==> config.mk <==
export PLATFORM = sky130hd
export DESIGN_NAME = debug_display_ctrl_flat
export DESIGN_NICKNAME = d
export VERILOG_FILES = /design/src/rtl/debug_display_ctrl_if.sv /design/src/rtl/debug_display_ctrl.sv /design/src/flat_wrapper.sv
export SDC_FILE = /design/constraint.sdc
export NUM_CORES = 1
export LEC_CHECK = 0
export BUFFER_PORTS_ARGS = -buffer_cell sky130_fd_sc_hd__buf_4
export CAP_MARGIN = 20
export CELL_PAD_IN_SITES_DETAIL_PLACEMENT = 2
export CELL_PAD_IN_SITES_GLOBAL_PLACEMENT = 2
export CORE_MARGIN = 1
export CORE_UTILIZATION = 33
export CTS_CLUSTER_DIAMETER = 40
export DETAILED_ROUTE_END_ITERATION = 7
export PLACE_DENSITY = 0.79
export SYNTH_ARGS = -nofsm -noshare
export SYNTH_HDL_FRONTEND = slang
export SYNTH_SLANG_ARGS = --single-unit
==> constraint.sdc <==
create_clock -name clk -period 8.3 [get_ports clk]
set_clock_uncertainty 0.15 [all_clocks]
set_input_delay 0 -clock clk [delete_from_list [all_inputs] [get_ports clk]]
set_output_delay 0 -clock clk [all_outputs]
set_load 0.02 [all_outputs]
==> src/rtl/debug_display_ctrl_if.sv <==
// rtl/debug_display_ctrl_if.sv - CPU debug taps in, board display pins out
interface debug_display_ctrl_if #(
  parameter int NUM_STAGES = 7,
  parameter int PC_W       = 7,
  parameter int OP_W       = 7,
  parameter int REG_W      = 32,
  parameter int NUM_DIGITS = 6
);
  logic [NUM_STAGES*PC_W-1:0] pc_taps;
  logic [NUM_STAGES*OP_W-1:0] op_taps;
  logic [REG_W-1:0]           selected_register;
  logic [REG_W-1:0]           status_register;
  logic [9:0]                 SW;
  logic                       radix_hex;
  logic [NUM_DIGITS*7-1:0]    hex_out;
  logic [9:0]                 LEDR;
  logic                       busy;
  logic                       overflow;

  modport master (
    output pc_taps, op_taps, selected_register, status_register, SW, radix_hex,
    input  hex_out, LEDR, busy, overflow
  );

  modport slave (
    input  pc_taps, op_taps, selected_register, status_register, SW, radix_hex,
    output hex_out, LEDR, busy, overflow
  );
endinterface

==> src/rtl/debug_display_ctrl.sv <==
// rtl/debug_display_ctrl.sv - selects a debug value and converts it to 7-segment digits
module debug_display_ctrl #(
  parameter int NUM_STAGES     = 7,
  parameter int PC_W           = 7,
  parameter int OP_W           = 7,
  parameter int REG_W          = 32,
  parameter int VAL_W          = 20,
  parameter int NUM_DIGITS     = 6,
  parameter int REFRESH_CYCLES = 1024
) (
  input logic clk,
  input logic rst,
  debug_display_ctrl_if.slave bus
);
  localparam int CNT_W = $clog2(REFRESH_CYCLES + 1);
  localparam int IDX_W = (NUM_DIGITS > 1) ? $clog2(NUM_DIGITS) : 1;
  localparam logic [CNT_W-1:0] RELOAD   = CNT_W'(REFRESH_CYCLES - 1);
  localparam logic [IDX_W-1:0] LAST_IDX = IDX_W'(NUM_DIGITS - 1);
  localparam logic [6:0] SEG_ZERO  = 7'h40;
  localparam logic [6:0] SEG_BLANK = 7'h7F;
  localparam logic [6:0] SEG_DASH  = 7'h3F;

  typedef enum logic [1:0] {S_IDLE, S_LOAD, S_CONV, S_COMMIT} state_t;

  function automatic logic [6:0] seg7(input logic [3:0] d);
    case (d)
      4'h0: seg7 = 7'h40;
      4'h1: seg7 = 7'h79;
      4'h2: seg7 = 7'h24;
      4'h3: seg7 = 7'h30;
      4'h4: seg7 = 7'h19;
      4'h5: seg7 = 7'h12;
      4'h6: seg7 = 7'h02;
      4'h7: seg7 = 7'h78;
      4'h8: seg7 = 7'h00;
      4'h9: seg7 = 7'h10;
      4'hA: seg7 = 7'h08;
      4'hB: seg7 = 7'h03;
      4'hC: seg7 = 7'h46;
      4'hD: seg7 = 7'h21;
      4'hE: seg7 = 7'h06;
      default: seg7 = 7'h0E;
    endcase
  endfunction

  state_t                  state_q, state_d;
  logic [CNT_W-1:0]        cnt_q, cnt_d;
  logic [VAL_W-1:0]        work_q, work_d;
  logic [IDX_W-1:0]        idx_q, idx_d;
  logic [6:0]              shadow_q [NUM_DIGITS];
  logic [6:0]              shadow_d [NUM_DIGITS];
  logic [NUM_DIGITS*7-1:0] hex_q, hex_d;
  logic                    ovf_q, ovf_d;
  logic [9:0]              sw_q, sw_d;
  logic                    radix_q, radix_d;
  logic                    pend_q, pend_d;

  logic [OP_W-1:0]  live_op;
  logic [PC_W-1:0]  cap_pc;
  logic [VAL_W-1:0] cap_value;
  logic [3:0]       digit;
  logic [VAL_W-1:0] next_work;
  logic             change_now;
  logic             lead;
  logic             unused_bits;

  // Register bits outside the displayed window are intentionally ignored
  assign unused_bits = ^{bus.selected_register, bus.status_register};

  // Stage tap muxes: live switches drive the LEDs, registered switches feed the converter
  always_comb begin
    live_op = '0;
    cap_pc  = '0;
    for (int i = 0; i < NUM_STAGES; i++) begin
      if (bus.SW[2:0] == 3'(i)) live_op = bus.op_taps[i*OP_W +: OP_W];
      if (sw_q[2:0] == 3'(i))   cap_pc  = bus.pc_taps[i*PC_W +: PC_W];
    end
    if (sw_q[8]) begin
      if (sw_q[7:3] == 5'b10000) cap_value = VAL_W'(bus.status_register[REG_W-1 -: 12]);
      else                       cap_value = bus.selected_register[VAL_W-1:0];
    end else begin
      cap_value = VAL_W'(cap_pc);
    end
  end

  // One digit step in the selected radix
  always_comb begin
    if (radix_q) begin
      digit     = work_q[3:0];
      next_work = work_q >> 4;
    end else begin
      digit     = 4'(work_q % VAL_W'(10));
      next_work = work_q / VAL_W'(10);
    end
  end

  assign change_now = (bus.SW != sw_q) || (bus.radix_hex != radix_q);

  // Conversion FSM: next state, datapath updates and committed display image
  always_comb begin
    state_d  = state_q;
    cnt_d    = cnt_q;
    work_d   = work_q;
    idx_d    = idx_q;
    shadow_d = shadow_q;
    hex_d    = hex_q;
    ovf_d    = ovf_q;
    sw_d     = bus.SW;
    radix_d  = bus.radix_hex;
    lead     = 1'b1;
    // A change seen during COMMIT must survive into IDLE; elsewhere it is acted on now
    pend_d   = change_now || (pend_q && (state_q == S_COMMIT));
    case (state_q)
      S_IDLE: begin
        if (pend_q || (cnt_q == '0)) state_d = S_LOAD;
        else                         cnt_d   = cnt_q - 1'b1;
      end
      S_LOAD: begin
        if (!pend_q) begin
          work_d   = cap_value;
          idx_d    = '0;
          shadow_d = '{default: SEG_BLANK};
          state_d  = S_CONV;
        end
      end
      S_CONV: begin
        if (pend_q) begin
          state_d = S_LOAD;
        end else begin
          for (int i = 0; i < NUM_DIGITS; i++) begin
            if (idx_q == IDX_W'(i)) shadow_d[i] = seg7(digit);
          end
          work_d = next_work;
          if (idx_q == LAST_IDX) state_d = S_COMMIT;
          else                   idx_d   = idx_q + 1'b1;
        end
      end
      default: begin
        ovf_d = (work_q != '0);
        for (int i = NUM_DIGITS - 1; i >= 0; i--) begin
          lead = lead && (shadow_q[i] == SEG_ZERO);
          if (work_q != '0)          hex_d[i*7 +: 7] = SEG_DASH;
          else if (lead && (i != 0)) hex_d[i*7 +: 7] = SEG_BLANK;
          else                       hex_d[i*7 +: 7] = shadow_q[i];
        end
        cnt_d   = RELOAD;
        state_d = S_IDLE;
      end
    endcase
  end

  // State and datapath registers; reset leaves the counter at 0 to convert immediately
  always_ff @(posedge clk or posedge rst) begin
    if (rst) begin
      state_q  <= S_IDLE;
      cnt_q    <= '0;
      work_q   <= '0;
      idx_q    <= '0;
      shadow_q <= '{default: SEG_BLANK};
      hex_q    <= '1;
      ovf_q    <= 1'b0;
      sw_q     <= '0;
      radix_q  <= 1'b0;
      pend_q   <= 1'b0;
    end else begin
      state_q  <= state_d;
      cnt_q    <= cnt_d;
      work_q   <= work_d;
      idx_q    <= idx_d;
      shadow_q <= shadow_d;
      hex_q    <= hex_d;
      ovf_q    <= ovf_d;
      sw_q     <= sw_d;
      radix_q  <= radix_d;
      pend_q   <= pend_d;
    end
  end

  assign bus.hex_out  = bus.SW[9] ? hex_q : '1;
  assign bus.LEDR     = (!bus.SW[9] || bus.SW[8]) ? '1 : ~(10'(live_op));
  assign bus.busy     = (state_q == S_LOAD) || (state_q == S_CONV);
  assign bus.overflow = ovf_q;
endmodule

==> src/flat_wrapper.sv <==
// flat-port wrapper written by rule: the top's interface ports become plain ports
module debug_display_ctrl_flat 
#(
  parameter int NUM_STAGES     = 7,
  parameter int PC_W           = 7,
  parameter int OP_W           = 7,
  parameter int REG_W          = 32,
  parameter int VAL_W          = 20,
  parameter int NUM_DIGITS     = 6,
  parameter int REFRESH_CYCLES = 1024
)
  (clk, rst, bus_pc_taps, bus_op_taps, bus_selected_register, bus_status_register, bus_SW, bus_radix_hex, bus_hex_out, bus_LEDR, bus_busy, bus_overflow);
  debug_display_ctrl_if #(.NUM_STAGES(NUM_STAGES), .PC_W(PC_W), .OP_W(OP_W), .REG_W(REG_W), .NUM_DIGITS(NUM_DIGITS)) bus_i ();
  input logic clk;
  input logic rst;
  input wire logic [$bits(bus_i.pc_taps)-1:0] bus_pc_taps;
  input wire logic [$bits(bus_i.op_taps)-1:0] bus_op_taps;
  input wire logic [$bits(bus_i.selected_register)-1:0] bus_selected_register;
  input wire logic [$bits(bus_i.status_register)-1:0] bus_status_register;
  input wire logic [$bits(bus_i.SW)-1:0] bus_SW;
  input wire logic [$bits(bus_i.radix_hex)-1:0] bus_radix_hex;
  output wire logic [$bits(bus_i.hex_out)-1:0] bus_hex_out;
  output wire logic [$bits(bus_i.LEDR)-1:0] bus_LEDR;
  output wire logic [$bits(bus_i.busy)-1:0] bus_busy;
  output wire logic [$bits(bus_i.overflow)-1:0] bus_overflow;
  assign bus_i.pc_taps = bus_pc_taps;
  assign bus_i.op_taps = bus_op_taps;
  assign bus_i.selected_register = bus_selected_register;
  assign bus_i.status_register = bus_status_register;
  assign bus_i.SW = bus_SW;
  assign bus_i.radix_hex = bus_radix_hex;
  assign bus_hex_out = bus_i.hex_out;
  assign bus_LEDR = bus_i.LEDR;
  assign bus_busy = bus_i.busy;
  assign bus_overflow = bus_i.overflow;
  debug_display_ctrl #(.NUM_STAGES(NUM_STAGES), .PC_W(PC_W), .OP_W(OP_W), .REG_W(REG_W), .VAL_W(VAL_W), .NUM_DIGITS(NUM_DIGITS), .REFRESH_CYCLES(REFRESH_CYCLES)) u_core (.clk(clk), .rst(rst), .bus(bus_i));
endmodule
==> implementation parameters, run 1 <==
Parameter                              Value

STA
  Final worst-path setup slack ... -101 ps
  Final Setup Violations ... 28
  Crit share post-route ... 101%
  Final Hold Violating Endpoints ... 0
  Worst slew slack as a fraction of its limit ... between 20 and 25%
  Final period demand of the worst path ... 8400 ps
  Maximum frequency from static timing analysis ... ~120 MHz
  Slew Viols, Final ... 0
  Slew at the pin closest to its max-slew limit ... 1130 ps
  Setup TNS Final ... -1420 ps

Routing
  Iteration-0 DRC Markers ... 713
  Count of antenna-violating nets left after detailed routing ... 0
  Number of vias per cell after detailed routing ... 6.05
  Detailed-router iteration count before antenna repair ... 7
  Routed length per placed instance ... 25.2 um
  Routed WL ... 46900 um
  Via count ... 11200
  Remaining design rule violation count ... 0

Clock tree
  Clock Path Buffers ... 2
  Register clock-pin slew on the reported worst setup and hold paths ... 70 ps
  Number of H-tree branching levels ... 4
  Clock tree root driver cell ... clkbuf_16
  CTS tree ... done
  # clock sinks ... 133
  Clk Latency, worst-skew pair ... ~440 ps
  Clock buffers created by TritonCTS ... 17

Layout
  Area delta synth->final ... 33.9%
  Proportion of layout cells with a drive suffix above 1 ... 33.8%
  Highest-count cells in the layout ignoring fill and taps ... buf_4, nor2_1, nand2_1, a21oi_1, dfstp_2
  Number of nets in the layout ... 1642
  Most frequent standard cell in the layout excluding fill and tap cells ... buf_4
  Inserted Diodes ... 0

Logic synthesis
  Part of the Yosys area used for sequential elements ... 33.4%
  Share of synthesized cell area in and, or, nand and nor gates ... 20.8%
  Async set-or-reset flop fraction in the synthesized netlist ... 100%
  Syn Std Cell Area ... 10300 um^2
  Synth top area cells ... dfstp_2, dfrtp_1, nor2_1
  Number of cells produced by synthesis ... 1214
  Area share of the largest cell type after synthesis ... 21.5%
  Post-synthesis average cell area ... 8.47 um^2
  Dominant combinational cell family by area after synthesis ... compound AO/OA/AOI/OAI gates
  Area fraction in compound gates after synthesis ... 32.1%
  Count of flip-flops with a built-in enable after synthesis ... 0
  Largest area contributor in the synthesized netlist ... dfstp_2
  Adder-Cell Fraction of Synth Area ... 2.17%
  Commonest register cell after synthesis ... dfstp_2
  Synth Register Bits ... 133
  Xor and xnor fraction of the mapped netlist area ... under 10%
  Multiplexer area fraction after synthesis ... 4.37%
  Number of distinct library cells after synthesis ... between 100 and 150
  Total number of yosys warnings ... 0

Critical path
  Arrival time of the worst setup path ... 8610 ps
  Capturing point of the worst reg2reg path ... u_core.shadow_q[2]$_DFFE_PP1P_
  Reg-to-reg setup timing slack ... -100 ps
  Start point of the critical path ... u_core.work_q[19]$_DFFE_PP0P_
  Worst Setup End Kind ... register
  Register-to-Register Path Depth ... 30
  Type of origin of the critical path ... register
  Required time of the critical path ... 8510 ps
  Worst-path fanout max ... 10
  Capture point of the worst path ... u_core.shadow_q[2]$_DFFE_PP1P_
  Origin of the critical flop-to-flop path ... u_core.work_q[19]$_DFFE_PP0P_
  Critical-path top delay cell ... nor3_1
  Setup CP Type ... register to register
  Most common cell on crit path ... buf_4
  Crit path largest cell delay ... 580 ps

GRT
  Wire length of the first global-routing pass ... 67400 um
  Initial antenna violation count ... 0
  Vias in the first global route ... around 12000
  All-Layer GR Usage ... 27.0%
  Pin count of the biggest net entering global routing ... 86
  Total overflow reported by the global router ... 0

Outcome
  Violations in the final reports ... setup timing
  Result of the run ... finished with violations

Floorplanning
  Y dimension of the die ... 179 um
  Area of the placeable core ... between 30000 and 40000 um^2
  Effective utilization at floorplan ... 33.6%
  Ports placed on the boundary ... between 200 and 250
  Overall die area ... 31900 um^2
  Horizontal extent of the die ... 179 um
  Site Rows ... 64

Hold path
  Hold/Removal Path Class ... input pin to register

Flow run
  Maximum capacitance violations ... 0

Placement
  Global placement routability congestion ... 0.859
  Number of I/O port buffers ... 193
  DPL Wire Length ... 29000 um
-- worst min path at each step --
stage,depth (start not counted),start,endpoint
final,5,bus_selected_register[3],u_core.work_q[3]$_DFFE_PP0P_
after global routing,5,bus_selected_register[3],u_core.work_q[3]$_DFFE_PP0P_
after global placement,1,bus_radix_hex,u_core.radix_q$_DFF_PP0_
after floorplan,0,bus_radix_hex,u_core.radix_q$_DFF_PP0_
after detailed placement,1,bus_radix_hex,u_core.radix_q$_DFF_PP0_
after CTS,5,bus_selected_register[3],u_core.work_q[3]$_DFFE_PP0P_
-- layout make-up --
cell class / count / area, um^2
timing repair buffer: 311 / 2440
clock inverter: 15 / 178
tap: 396 / 495
fill: 3345 / 16800
sequential: 133 / 3440
clock buffer: 17 / 425
multi-input combinational: 948 / 6640
inverter: 39 / 151
-- repair_timing --
action / in CTS / in global routing
pin swaps: 1 / 21
hold endpoints to repair: 73 / 0
endpoints found under the setup margin: 32 / 42
buffers inserted: 1 / 28
resized for setup: 7 / 63
hold buffers: 30 / 0
-- metal layers --
| metal | GRT usage, % | wire, um | vias to the layer above |
|---|---|---|---|
| li1 | - | - | 5020 |
| met1 | 33.3 | 19300 | 5767 |
| met2 | 47.8 | 24100 | 376 |
| met3 | 4.11 | 2050 | 83 |
| met4 | 8.37 | 1370 | 0 |
| met5 | 0 | 0 | - |
-- critical path: cells and delay by family, from the launching register on --
| family | cells | cell delay (ps) |
|---|---|---|
| compound gates | 16 | 3910 |
| xor+xnor | 1 | 130 |
| fa+ha+maj | 1 | 360 |
| buf+inv | 4 | 810 |
| flops | 1 | 490 |
| simple gates | 8 | 2450 |
-- synthesized netlist by cell type (all sizes together), types with 7 or more instances --
master,count
nor2,119
nand2,109
a21oi,90
dfstp,84
clkbuf,76
o21ai,72
dfrtp,49
o22a,49
nand2b,47
mux2i,40
a211oi,38
inv,37
nor3,36
nand3,23
buf,20
o211ai,19
a31oi,18
ha,17
a22o,16
nor4,16
a2111oi,13
nand4,13
o221ai,12
xor2,12
a21o,10
nor2b,9
o31a,8
o31ai,8
xnor2,8
a221o,7
a221oi,7
and2,7
nor4b,7
o21a,7
or2,7
-- state kept, by name (all words and copies together), names as in the netlist --
signal               cells
u_core.hex_q            42
u_core.shadow_q         42
u_core.work_q           20
u_core.cnt_q            11
u_core.sw_q             10
u_core.idx_q             3
u_core.state_q           2
u_core.bus.overflow      1
u_core.pend_q            1
u_core.radix_q           1
-- through the flow --
stage / worst slack [ps] / hold WS [ps] / std cells / area, um^2 / util [%]
after floorplan: 957 / -119 / 1216 / 10300 / -
after global placement: 176 / -25.0 / 1765 / 12300 / 40.2
after detailed placement: -31.0 / -21.2 / 1765 / 12300 / 40.2
after CTS: 38.3 / 27.7 / 1828 / 13200 / 43.2
after global routing: -373 / 59.2 / 1859 / 13800 / 45.0
final: -101 / 20.5 / 1859 / 13800 / 45.0
-- kinds of logic (layout without fill, tap and decap cells) --
logic type	Yosys count	count (layout)
AO/OA/AOI/OAI	437	437
buffers and inverters	135	382
XOR/XNOR	20	20
AND/OR/NAND/NOR	426	426
multiplexers	44	44
adder cells (fa/ha/maj)	18	18
flip-flops	133	133
other	1	3
Power of run 1 is not shown: default switching activity piles up to over one toggle a cycle in this logic, so the estimate is an artifact.
==> inputs of run 2 (changes only) <==
clock period = 8.5 ns   (was 8.3 ns; I/O delays follow)
==> implementation parameters, run 2 (synthesized netlist as in run 1, its figures left out) <==
Parameter                              Value

Outcome
  Result of the run ... finished with violations
  Violations in the final reports ... hold timing, setup timing

Routing
  Routed WL ... 43200 um
  Routed length per placed instance ... 23.4 um
  Remaining design rule violation count ... 0
  Detailed-router iteration count before antenna repair ... 5
  Met3 wirelength from detailed routing ... approximately 1600 um
  Count of antenna-violating nets left after detailed routing ... 0
  Via count ... 11000
  Number of vias per cell after detailed routing ... 5.96
  Iteration-0 DRC Markers ... between 400 and 500
  Wire length the detailed router placed on met1 ... 18200 um
  Sum of met2 wire segment lengths after detailed routing ... 22200 um
  Top sig layer ... met4

Floorplanning
  Horizontal extent of the die ... between 150 and 200 um
  Site Rows ... 64
  Y dimension of the die ... 179 um
  Ports placed on the boundary ... 229
  Area of the placeable core ... 30600 um^2
  Effective utilization at floorplan ... 33.6%
  Overall die area ... 31900 um^2

STA
  Crit share post-route ... 101%
  Final Hold Violating Endpoints ... 1
  Slew Viols, Final ... 0
  Final worst-path setup slack ... -55.1 ps
  Maximum frequency from static timing analysis ... 117 MHz
  Slew at the pin closest to its max-slew limit ... between 1000 and 1500 ps
  Setup TNS Final ... -115 ps
  Final period demand of the worst path ... approximately 8600 ps
  Post-Route Hold Slack ... -20.0 ps
  Worst slew slack as a fraction of its limit ... roughly 22%
  Final Setup Violations ... 7

Critical path
  Arrival time of the worst setup path ... roughly 9000 ps
  Required time of the critical path ... 8700 ps
  Origin of the critical flop-to-flop path ... u_core.work_q[15]$_DFFE_PP0P_
  Critical-path top delay cell ... nor4_1
  Setup CP Type ... register to register
  Register-to-Register Path Depth ... 28
  Type of origin of the critical path ... register
  Worst-path fanout max ... 7
  Crit path largest cell delay ... 510 ps
  Worst Setup End Kind ... register
  Start point of the critical path ... u_core.work_q[15]$_DFFE_PP0P_

Clock tree
  Clock tree root driver cell ... clkbuf_16
  CTS tree ... done
  Clock buffers created by TritonCTS ... 17
  Number of H-tree branching levels ... 4
  Register clock-pin slew on the reported worst setup and hold paths ... 70 ps
  Clk Latency, worst-skew pair ... 440 ps
  # clock sinks ... approximately 130
  Clock Path Buffers ... 2

Layout
  Most frequent standard cell in the layout excluding fill and tap cells ... buf_4
  Area delta synth->final ... 32.5%
  Number of nets in the layout ... around 1600
  Inserted Diodes ... 0
  Highest-count cells in the layout ignoring fill and taps ... buf_4, nor2_1, nand2_1, a21oi_1, dfstp_2
  Utilization after layout ... 44.5%
  Proportion of layout cells with a drive suffix above 1 ... 32.4%
  Largest registers ... u_core.hex_q (42), u_core.shadow_q (42), u_core.work_q (20)

GRT
  All-Layer GR Usage ... 26.3%
  Pin count of the biggest net entering global routing ... 84
  Wire length of the first global-routing pass ... about 66000 um
  Initial antenna violation count ... 0
  Vias in the first global route ... 11800
  Total overflow reported by the global router ... 0

Hold path
  Cell count of the worst hold path ... 5
  Hold/Removal Path Class ... input pin to register
  Start point of the worst hold path ... bus_status_register[23]

Placement
  DPL Wire Length ... 28600 um
  Number of I/O port buffers ... 193
  Global placement routability congestion ... 0.845

Flow run
  Maximum capacitance violations ... 0
## run 2: changes by cell type in the layout (fill, tap and decap cells not counted), moves of 3 or more
| cell | previous run | this run |
|---|---|---|
| buf_4 | 277 | 261 |
| a21oi_2 | 4 | 1 |
| inv_8 | 8 | 5 |
| nor3_2 | 9 | 6 |
| nor4_1 | 10 | 13 |
## run 2: layout make-up
class	instances	area [um^2]
Clock buffer	17	425
Clock inverter	15	155
Fill cell	3339	17000
Inverter	39	151
Multi-Input combinational cell	948	6610
Sequential cell	133	3440
Tap cell	396	495
Timing Repair Buffer	296	2350
## run 2: path summary, 6_finish.rpt
check                                                        to  slack, ps
worst min-delay path               u_core.work_q[3]$_DFFE_PP0P_        -20
worst min register to register     u_core.hex_q[41]$_DFFE_PP1N_        350
worst max-delay path             u_core.shadow_q[8]$_DFFE_PP1P_        -60
min in group asynchronous       u_core.bus.overflow$_DFFE_PP0N_        150
worst max register to register   u_core.shadow_q[8]$_DFFE_PP1P_        -60
max in group asynchronous         u_core.work_q[18]$_DFFE_PP0P_       6840
## run 2: worst max-delay path: cells and delay by family, from the launching register on
kind                     cells  cell delay [ps]
buffers and inverters        4              760
flip-flops                   1              490
AND/OR/NAND/NOR             10             2990
adder cells (fa/ha/maj)      1              330
AO/OA/AOI/OAI               12             3530
multiplexers                 1              200
## run 2: per-stage QoR
stage,hold slack (ps),cell area (um^2),cells,setup WS (ps)
detailed placement,-21.3,12200,1759,24.1
CTS,4.38,13100,1822,8.08
floorplan,-119,10300,1216,1160
global route,13.4,13600,1844,-301
global placement,-25.3,12200,1759,332
finish,-20.0,13600,1844,-55.1
## run 2: metal layers
layer,up-vias,global-route usage (%)
met5,-,0
met4,0,7.27
met3,88,3.96
met2,294,46.9
met1,5605,32.7
li1,4996,-
## run 2: what timing repair did
item,CTS,global route
endpoints found under the setup margin,4,42
pin swaps,0,15
buffers inserted,0,21
hold buffers,31,0
gates resized for setup,4,59
endpoints found under the hold margin,98,0
Power of run 2 is left out for the same reason.
